$ cat src/rtl/slow_peripheral_pkg.sv
// Shared widths and the read-response record for the slow-peripheral responder.
// The optional endofpacket feature is SLOW_PERIPH_EOP_EN (see slow_peripheral_responder.sv).
package slow_peripheral_pkg;

  localparam int DATA_W        = 32;
  localparam int BE_W          = 4;
  localparam int NATIVE_ADDR_W = 12;

  typedef struct packed {
    logic [DATA_W-1:0] data;
    logic              eop;
  } resp_t;

endpackage

$ cat src/rtl/slow_peripheral_resp_pipe.sv
// Fixed-depth read-response shift register with synchronous clear.
// With SLOW_PERIPH_EOP_EN defined an eop bit travels alongside each response.
module slow_peripheral_resp_pipe
  import slow_peripheral_pkg::*;
#(
  parameter int DEPTH = 2
) (
  input  logic  clk,
  input  logic  reset_n,
  input  logic  in_valid_i,
  input  resp_t in_resp_i,
  output logic  out_valid_o,
  output resp_t out_resp_o
);

  logic [DEPTH-1:0]  valid_q;
  logic [DATA_W-1:0] data_q [DEPTH];

  // Data only moves with a valid entry, so the last stage keeps the most
  // recent response through bubbles and readdata holds between strobes.
  always_ff @(posedge clk) begin
    if (!reset_n) begin
      valid_q <= '0;
      for (int i = 0; i < DEPTH; i++) begin
        data_q[i] <= '0;
      end
    end else begin
      valid_q[0] <= in_valid_i;
      if (in_valid_i) begin
        data_q[0] <= in_resp_i.data;
      end
      for (int i = 1; i < DEPTH; i++) begin
        valid_q[i] <= valid_q[i-1];
        if (valid_q[i-1]) begin
          data_q[i] <= data_q[i-1];
        end
      end
    end
  end

  assign out_valid_o     = valid_q[DEPTH-1];
  assign out_resp_o.data = data_q[DEPTH-1];

`ifdef SLOW_PERIPH_EOP_EN
  logic [DEPTH-1:0] eop_q;

  always_ff @(posedge clk) begin
    if (!reset_n) begin
      eop_q <= '0;
    end else begin
      eop_q[0] <= in_valid_i & in_resp_i.eop;
      for (int i = 1; i < DEPTH; i++) begin
        eop_q[i] <= eop_q[i-1];
      end
    end
  end

  assign out_resp_o.eop = valid_q[DEPTH-1] & eop_q[DEPTH-1];
`else
  logic unused_eop;
  assign unused_eop     = in_resp_i.eop;
  assign out_resp_o.eop = 1'b0;
`endif

endmodule

$ cat src/rtl/slow_peripheral_responder.sv
// Avalon-MM pipelined slave: byte-writable register bank, programmable wait states,
// fixed-latency reads with a pending-read limit. Optional macro: SLOW_PERIPH_EOP_EN.
module slow_peripheral_responder
  import slow_peripheral_pkg::*;
#(
  parameter int ADDR_W       = 4,
  parameter int WAIT_STATES  = 1,
  parameter int READ_LATENCY = 2,
  parameter int MAX_PENDING  = 2
) (
  input  logic                     clk,
  input  logic                     reset_n,
  input  logic [NATIVE_ADDR_W-1:0] nativeaddress,
  input  logic [BE_W-1:0]          byteenable,
  input  logic                     read,
  input  logic                     write,
  input  logic [DATA_W-1:0]        writedata,
  output logic                     waitrequest,
  output logic [DATA_W-1:0]        readdata,
  output logic                     readdatavalid,
  output logic                     endofpacket
);

  localparam int         BANK_DEPTH = 1 << ADDR_W;
  localparam logic [3:0] WS_MAX     = 4'(WAIT_STATES);
  localparam logic [3:0] PEND_MAX   = 4'(MAX_PENDING);

  logic [DATA_W-1:0] bank_q [BANK_DEPTH];
  logic [3:0]        ws_cnt_q, ws_cnt_d;
  logic [3:0]        pending_q, pending_d;

  logic              req, is_read, accept, wr_accept, rd_accept, in_range;
  logic [ADDR_W-1:0] word_idx;
  resp_t             rd_resp, out_resp;
  logic              out_valid;

  // A simultaneous read+write is a write; only pure reads count against the limit.
  assign req      = read | write;
  assign is_read  = read & ~write;
  assign word_idx = nativeaddress[ADDR_W-1:0];
  assign in_range = (nativeaddress >> ADDR_W) == '0;

  assign waitrequest = req & ((ws_cnt_q != WS_MAX) |
                              (is_read & (pending_q == PEND_MAX)));
  assign accept      = req & ~waitrequest;
  assign wr_accept   = accept & write & in_range;
  assign rd_accept   = accept & is_read;

  always_comb begin
    ws_cnt_d = ws_cnt_q;
    if (!req || accept) begin
      ws_cnt_d = '0;
    end else if (ws_cnt_q != WS_MAX) begin
      ws_cnt_d = ws_cnt_q + 4'd1;
    end
  end

  always_comb begin
    pending_d = pending_q;
    if (rd_accept && !out_valid) begin
      pending_d = pending_q + 4'd1;
    end else if (!rd_accept && out_valid) begin
      pending_d = pending_q - 4'd1;
    end
  end

  always_ff @(posedge clk) begin
    if (!reset_n) begin
      ws_cnt_q  <= '0;
      pending_q <= '0;
    end else begin
      ws_cnt_q  <= ws_cnt_d;
      pending_q <= pending_d;
    end
  end

  always_ff @(posedge clk) begin
    if (!reset_n) begin
      for (int w = 0; w < BANK_DEPTH; w++) begin
        bank_q[w] <= '0;
      end
    end else if (wr_accept) begin
      for (int b = 0; b < BE_W; b++) begin
        if (byteenable[b]) begin
          bank_q[word_idx][b*8 +: 8] <= writedata[b*8 +: 8];
        end
      end
    end
  end

  // Out-of-range reads still flow through the pipe, carrying zero data.
  assign rd_resp.data = in_range ? bank_q[word_idx] : '0;
  assign rd_resp.eop  = in_range & (&word_idx);

  slow_peripheral_resp_pipe #(
    .DEPTH(READ_LATENCY)
  ) u_resp_pipe (
    .clk        (clk),
    .reset_n    (reset_n),
    .in_valid_i (rd_accept),
    .in_resp_i  (rd_resp),
    .out_valid_o(out_valid),
    .out_resp_o (out_resp)
  );

  assign readdatavalid = out_valid;
  assign readdata      = out_resp.data;
  assign endofpacket   = out_resp.eop;

endmodule
$ cat config.mk
export PLATFORM = sky130hd
export DESIGN_NAME = slow_peripheral_responder
export DESIGN_NICKNAME = d
export VERILOG_FILES = /design/src/rtl/slow_peripheral_pkg.sv /design/src/rtl/slow_peripheral_resp_pipe.sv /design/src/rtl/slow_peripheral_responder.sv
export SDC_FILE = /design/constraint.sdc
export NUM_CORES = 1
export LEC_CHECK = 0
export CORE_ASPECT_RATIO = 1.4
export CORE_MARGIN = 5
export CORE_UTILIZATION = 44
export CTS_CLUSTER_DIAMETER = 60
export DETAILED_ROUTE_END_ITERATION = 10
export SYNTH_ARGS = -nofsm -noshare
export SYNTH_HDL_FRONTEND = slang
export SYNTH_SLANG_ARGS = --single-unit
$ cat constraint.sdc
create_clock -name clk -period 6 [get_ports clk]
set_clock_uncertainty 0.1 [all_clocks]
set_input_delay 0.9 -clock clk [delete_from_list [all_inputs] [get_ports clk]]
set_output_delay 0.9 -clock clk [all_outputs]
set_load 0.02 [all_outputs]
## Word-level counts from Yosys, hierarchy flattened

Memory sizes are Yosys's and may differ from the RTL's.
Index checks and enable logic that the tools add are counted.

- Bits in latches: 0
- Register bits after elaboration: 10
- Bits in writable memories: 576
- ROM bits: 0
- Bits of input ports: 52
- Output and inout bits: 35
- Word-level logic and storage cells: 65
- Memories kept: 2

Memory list:

| memory | words | width | read ports | clocked after memory_dff | wr ports | line | text |
|---|---|---|---|---|---|---|---|
| bank_q | 16 | 32 | 1 | 0 | 16 | slow_peripheral_responder.sv:28 | `logic [DATA_W-1:0] bank_q [BANK_DEPTH];` |
| u_resp_pipe.data_q | 2 | 32 | 2 | 0 | 2 | slow_peripheral_resp_pipe.sv:17 | `logic [DATA_W-1:0] data_q [DEPTH];` |

- Add/sub/neg operators: 3
- Shift-type cells: 0
- Multiplexer cells: 31
- Bitwise logic cells: 14
- $lt $le $gt $ge: 0
- $mul: 0
- Div/mod/pow operators: 0
- Equal/unequal tests: 2
- Reductions and logical operators: 10

Operators by type and width:

| operator | count |
|---|---|
| $mux W32 | 4 |
| $reduce_or A32 Y1 | 1 |
| $mux W1 | 23 |
| $mux W4 | 4 |
| $logic_not A12 Y1 | 1 |
| $add A4 B1 Y4 const B | 2 |
| $and A1 B1 Y1 | 7 |
| $eq A4 B2 Y1 const B | 1 |
| $ne A4 B1 Y1 const B | 1 |
| $or A1 B1 Y1 | 4 |
| $sub A4 B1 Y4 const B | 1 |
| $logic_not A1 Y1 | 3 |
| $not A1 Y1 | 3 |
| $logic_and A1 B1 Y1 | 2 |
| $reduce_bool A2 Y1 | 1 |
| $reduce_or A2 Y1 | 1 |
| $logic_or A1 B1 Y1 | 1 |

## Logic depth before layout (Yosys ltp)

- Depth after elaboration: 14
- Mapped depth: 11
- Gate-level depth less buffers: 11

## Hierarchy

From an unflattened synthesis, not the netlist that was laid out.

- Cell total of the unflattened synthesis: 1846
- Area, all modules: 26223.9 um2

Modules (own cells, without submodules):

| module | area each (um2) | cells each | instances | seq. area each (um2) |
|---|---|---|---|---|
| slow_peripheral_responder | 23173.5 | 1656 | 1 | 15534.9 |
| slow_peripheral_resp_pipe | 3050.4 | 190 | 1 | 1961.9 |

## Least setup slack after synthesis

No wires, ideal clock.

- Kind: input to register
- Start: input port nativeaddress[9]
- End: memory bank_q[3][0], enable pin
- Arrival time: 2960 ps
- Setup time: 384 ps
- Stages: 5
- Data required time: 5516 ps
- Path slack: 2556 ps
- Buffers on the path: 1
- Cell sequence: or4_1 -> nor4_4 -> nand2_1 -> clkbuf_1 -> o21ai_0

RTL lines:

| what | line | text |
|---|---|---|
| start, declared | slow_peripheral_responder.sv:13 | `input logic [NATIVE_ADDR_W-1:0] nativeaddress,` |
| end, declared | slow_peripheral_responder.sv:28 |  |

==> impl_metrics.tcl <==
set metrics [dict create \
    ctsResizeCount 0 \
    cts_hold_buf 0 \
    synth_edf_count 576 \
    synthFlopType "edfxtp_1" \
    period_share_pct 68.30 \
    vias 14462 \
    cts_tree "yes" \
    numPortBuffers 85 \
    clk_path_buf_depth 3 \
    postSynth.asyncResetShare_pct 0 \
    synth_seq_area_share_pct 69.47 \
    rows 103 \
    numCtsBuffers 55 \
    fin_nets 1834 \
    yosysUniqueCellTypes 37 \
    tns_ns 0 \
    crit_path_start_kind "input port" \
    syn2layout_area_growth_pct 13.59 \
    netlist_instances 1722 \
    critPathSlowestCell "nor4_4" \
    die_area_mm2 0.06220 \
    path_max_fanout 16 \
    r2r-start "ws_cnt_q[0]$_SDFFE_PP0P_" \
    setup-violations-final 0 \
    cap_violations 0 \
    vdd_drop_max_v 0.0002029 \
    cp_cell_sequence "clkdlybuf4s50_1 -> or4_1 -> nor4_4 -> nand2_1 -> buf_4 -> o21ai_0" \
    ctsHtreeMaxLevel 2 \
    hold_slack_ns 0.3735 \
    period_needed_ns 4.098 \
    grt_usage_pct 20.46 \
    synth.top_cell.area_share_pct 68.67 \
    cp-end-kind "flip-flop" \
    grt_pass1_wl_mm 95.28 \
    start_util_pct 44.52 \
    wirelength_mm 63.46 \
    r2r_cells 6 \
    yosysWarnings 0 \
    wl_per_cell_um 24.82 \
    post_route_cells_drive_above_1_share_pct 19.22 \
    antenna_found_initial 0 \
    dpl.hpwl_mm 42.02 \
    clock.fmax_mhz 244.0 \
    grt.overflow.total 0 \
    cts-root-buf "clkbuf_16" \
    hp-class "reg2reg" \
    max_slew_margin_pct 21.63 \
    final_util_pct 50.57 \
    cp.required_ns 6.10 \
    crit_start "nativeaddress[9]" \
    synth_area_leaders "edfxtp_1 69%, mux4_2 11%, nor2_1 7.7%" \
    synth_fp_nets 1780 \
    core_area_mm2 0.05658 \
    viasPerCell 5.656 \
    cp.arrival_ns 4.19 \
    ys_ff_latch 586 \
    r2r-end "bank_q[1][18]$_SDFFCE_PN0P_" \
    hold_viol_final 0 \
    p_per_area_mw_per_mm2 307.5 \
    leakagePower_uw 0.009417 \
    ios 87 \
    rrSetupSlack_ns 2.07 \
    worstHoldStart "pending_q[3]$_SDFFE_PN0P_" \
    insertion_delay_ns 0.60 \
    critPathKind "in2reg" \
    dp_cells 2454 \
    synth_area_per_cell_um2 14.63 \
    drt_iter0_markers 1299 \
    dr.pass1.iters 7 \
    first_global_vias 15080 \
    drc 0 \
    synth_common_cells "576 x edfxtp_1, 520 x nor2_1, 128 x mux4_2" \
    layout.cells.non_filler 2557 \
    yosys.area.top_type "edfxtp_1" \
    syn-cell-area_mm2 0.02519 \
    postRouteAntennaNets 0 \
    yosysMostFrequentCell "edfxtp_1" \
    die_w_um 212.2 \
    slew_violations 0 \
    cts_setup_buffers 0 \
    clock-sinks 586 \
    gp_congestion 0.8141 \
    tightest_slew_ns 1.167 \
    path_clk_slew_ns 0.06 \
    cpPeakStageDelay_ns 1.01 \
    dieHeight_um 293.1 \
    grt_max_degree 82 \
    grt_setup_unrepaired "false" \
    critPathCapture "bank_q[1][18]$_SDFFCE_PN0P_" \
    status "complete, no violations" \
]
-- how the worst min path moves through the flow --
stage	to	slack (ns)	cells after the start
final	pending_q[3]$_SDFFE_PN0P_	0.37	2
after global routing	u_resp_pipe.valid_q[1]$_SDFF_PN0_	0.41	1
after CTS	pending_q[3]$_SDFFE_PN0P_	0.37	2
after detailed placement	pending_q[3]$_SDFFE_PN0P_	0.36	2
after global placement	pending_q[3]$_SDFFE_PN0P_	0.36	2
after floorplan	pending_q[3]$_SDFFE_PN0P_	0.34	2
-- logic make-up after synthesis --
logic type | share of synthesized area [%]
other cells | 0.01489
fa+ha+maj | 0.3279
flops | 69.47
buf+inv | 3.611
simple gates | 10.80
mux | 11.56
compound gates | 4.034
xor+xnor | 0.1739
-- metal layers --
layer	vias to the layer above	wire [um]	global-route usage [%]
li1	6441	-	-
met1	7363	22850	24.62
met2	526	34180	37.00
met3	132	3539	2.542
met4	0	2885	8.661
met5	-	0	0
-- cell usage in the layout (no fill, tap or decap), types with 2 or more instances in the layout --
cell / Yosys / routed
inv_1: 4 / 4
clkinv_1: 0 / 14
clkbuf_16: 0 / 55
nand2b_2: 0 / 2
a22oi_1: 64 / 64
clkdlybuf4s50_1: 0 / 82
ha_1: 5 / 5
dfxtp_1: 10 / 10
nand3_2: 30 / 30
buf_4: 36 / 105
o21ai_0: 66 / 66
edfxtp_1: 576 / 576
xnor2_1: 4 / 4
mux2i_1: 3 / 3
nor2_1: 520 / 519
a21oi_1: 33 / 33
nor2b_2: 0 / 2
nor2b_1: 5 / 3
nand3_1: 8 / 8
clkinv_2: 0 / 13
or4_1: 2 / 2
mux4_2: 128 / 128
clkbuf_1: 109 / 10
and3_1: 32 / 32
bufinv_16: 0 / 6
and2_1: 5 / 5
clkinv_8: 0 / 2
nand2_1: 19 / 19
-- area by class of cell --
class	instances	area, um^2
clock inverter	37	346.6
tap	735	919.6
clock buffer	65	1414
multi-input combinational	941	6793
fill	4719	27970
inverter	4	15.01
timing repair buffer	188	1623
antenna	1	2.502
sequential	586	17500
-- stage by stage --
step / instance area (um^2) / power (uW) / setup WS (ns)
2_1_floorplan: 25190 / 5192 / 2.556
3_3_place_gp: 26850 / 5437 / 1.315
3_5_place_dp: 26850 / 5455 / 1.295
4_1_cts: 28610 / 8860 / 1.897
5_1_grt: 28610 / 9063 / 1.720
6_report: 28610 / 8797 / 1.902
-- state kept, by name, indices dropped and copies added, names as in the netlist --
signal	flops
bank_q	512
u_resp_pipe.data_q	64
pending_q	4
ws_cnt_q	4
u_resp_pipe.valid_q	2
-- report_power, final --
group	internal, uW	switching (uW)	total, uW
logic	273	376	649
clock network	1940	1500	3440
registers	4650	60.6	4710
-- worst max-delay path, delay by kind of cell --
kind,cells,cell delay [ns]
buf+inv,2,0.63
simple gates,3,1.73
compound gates,1,0.92
(Power assumes the default switching activity.)
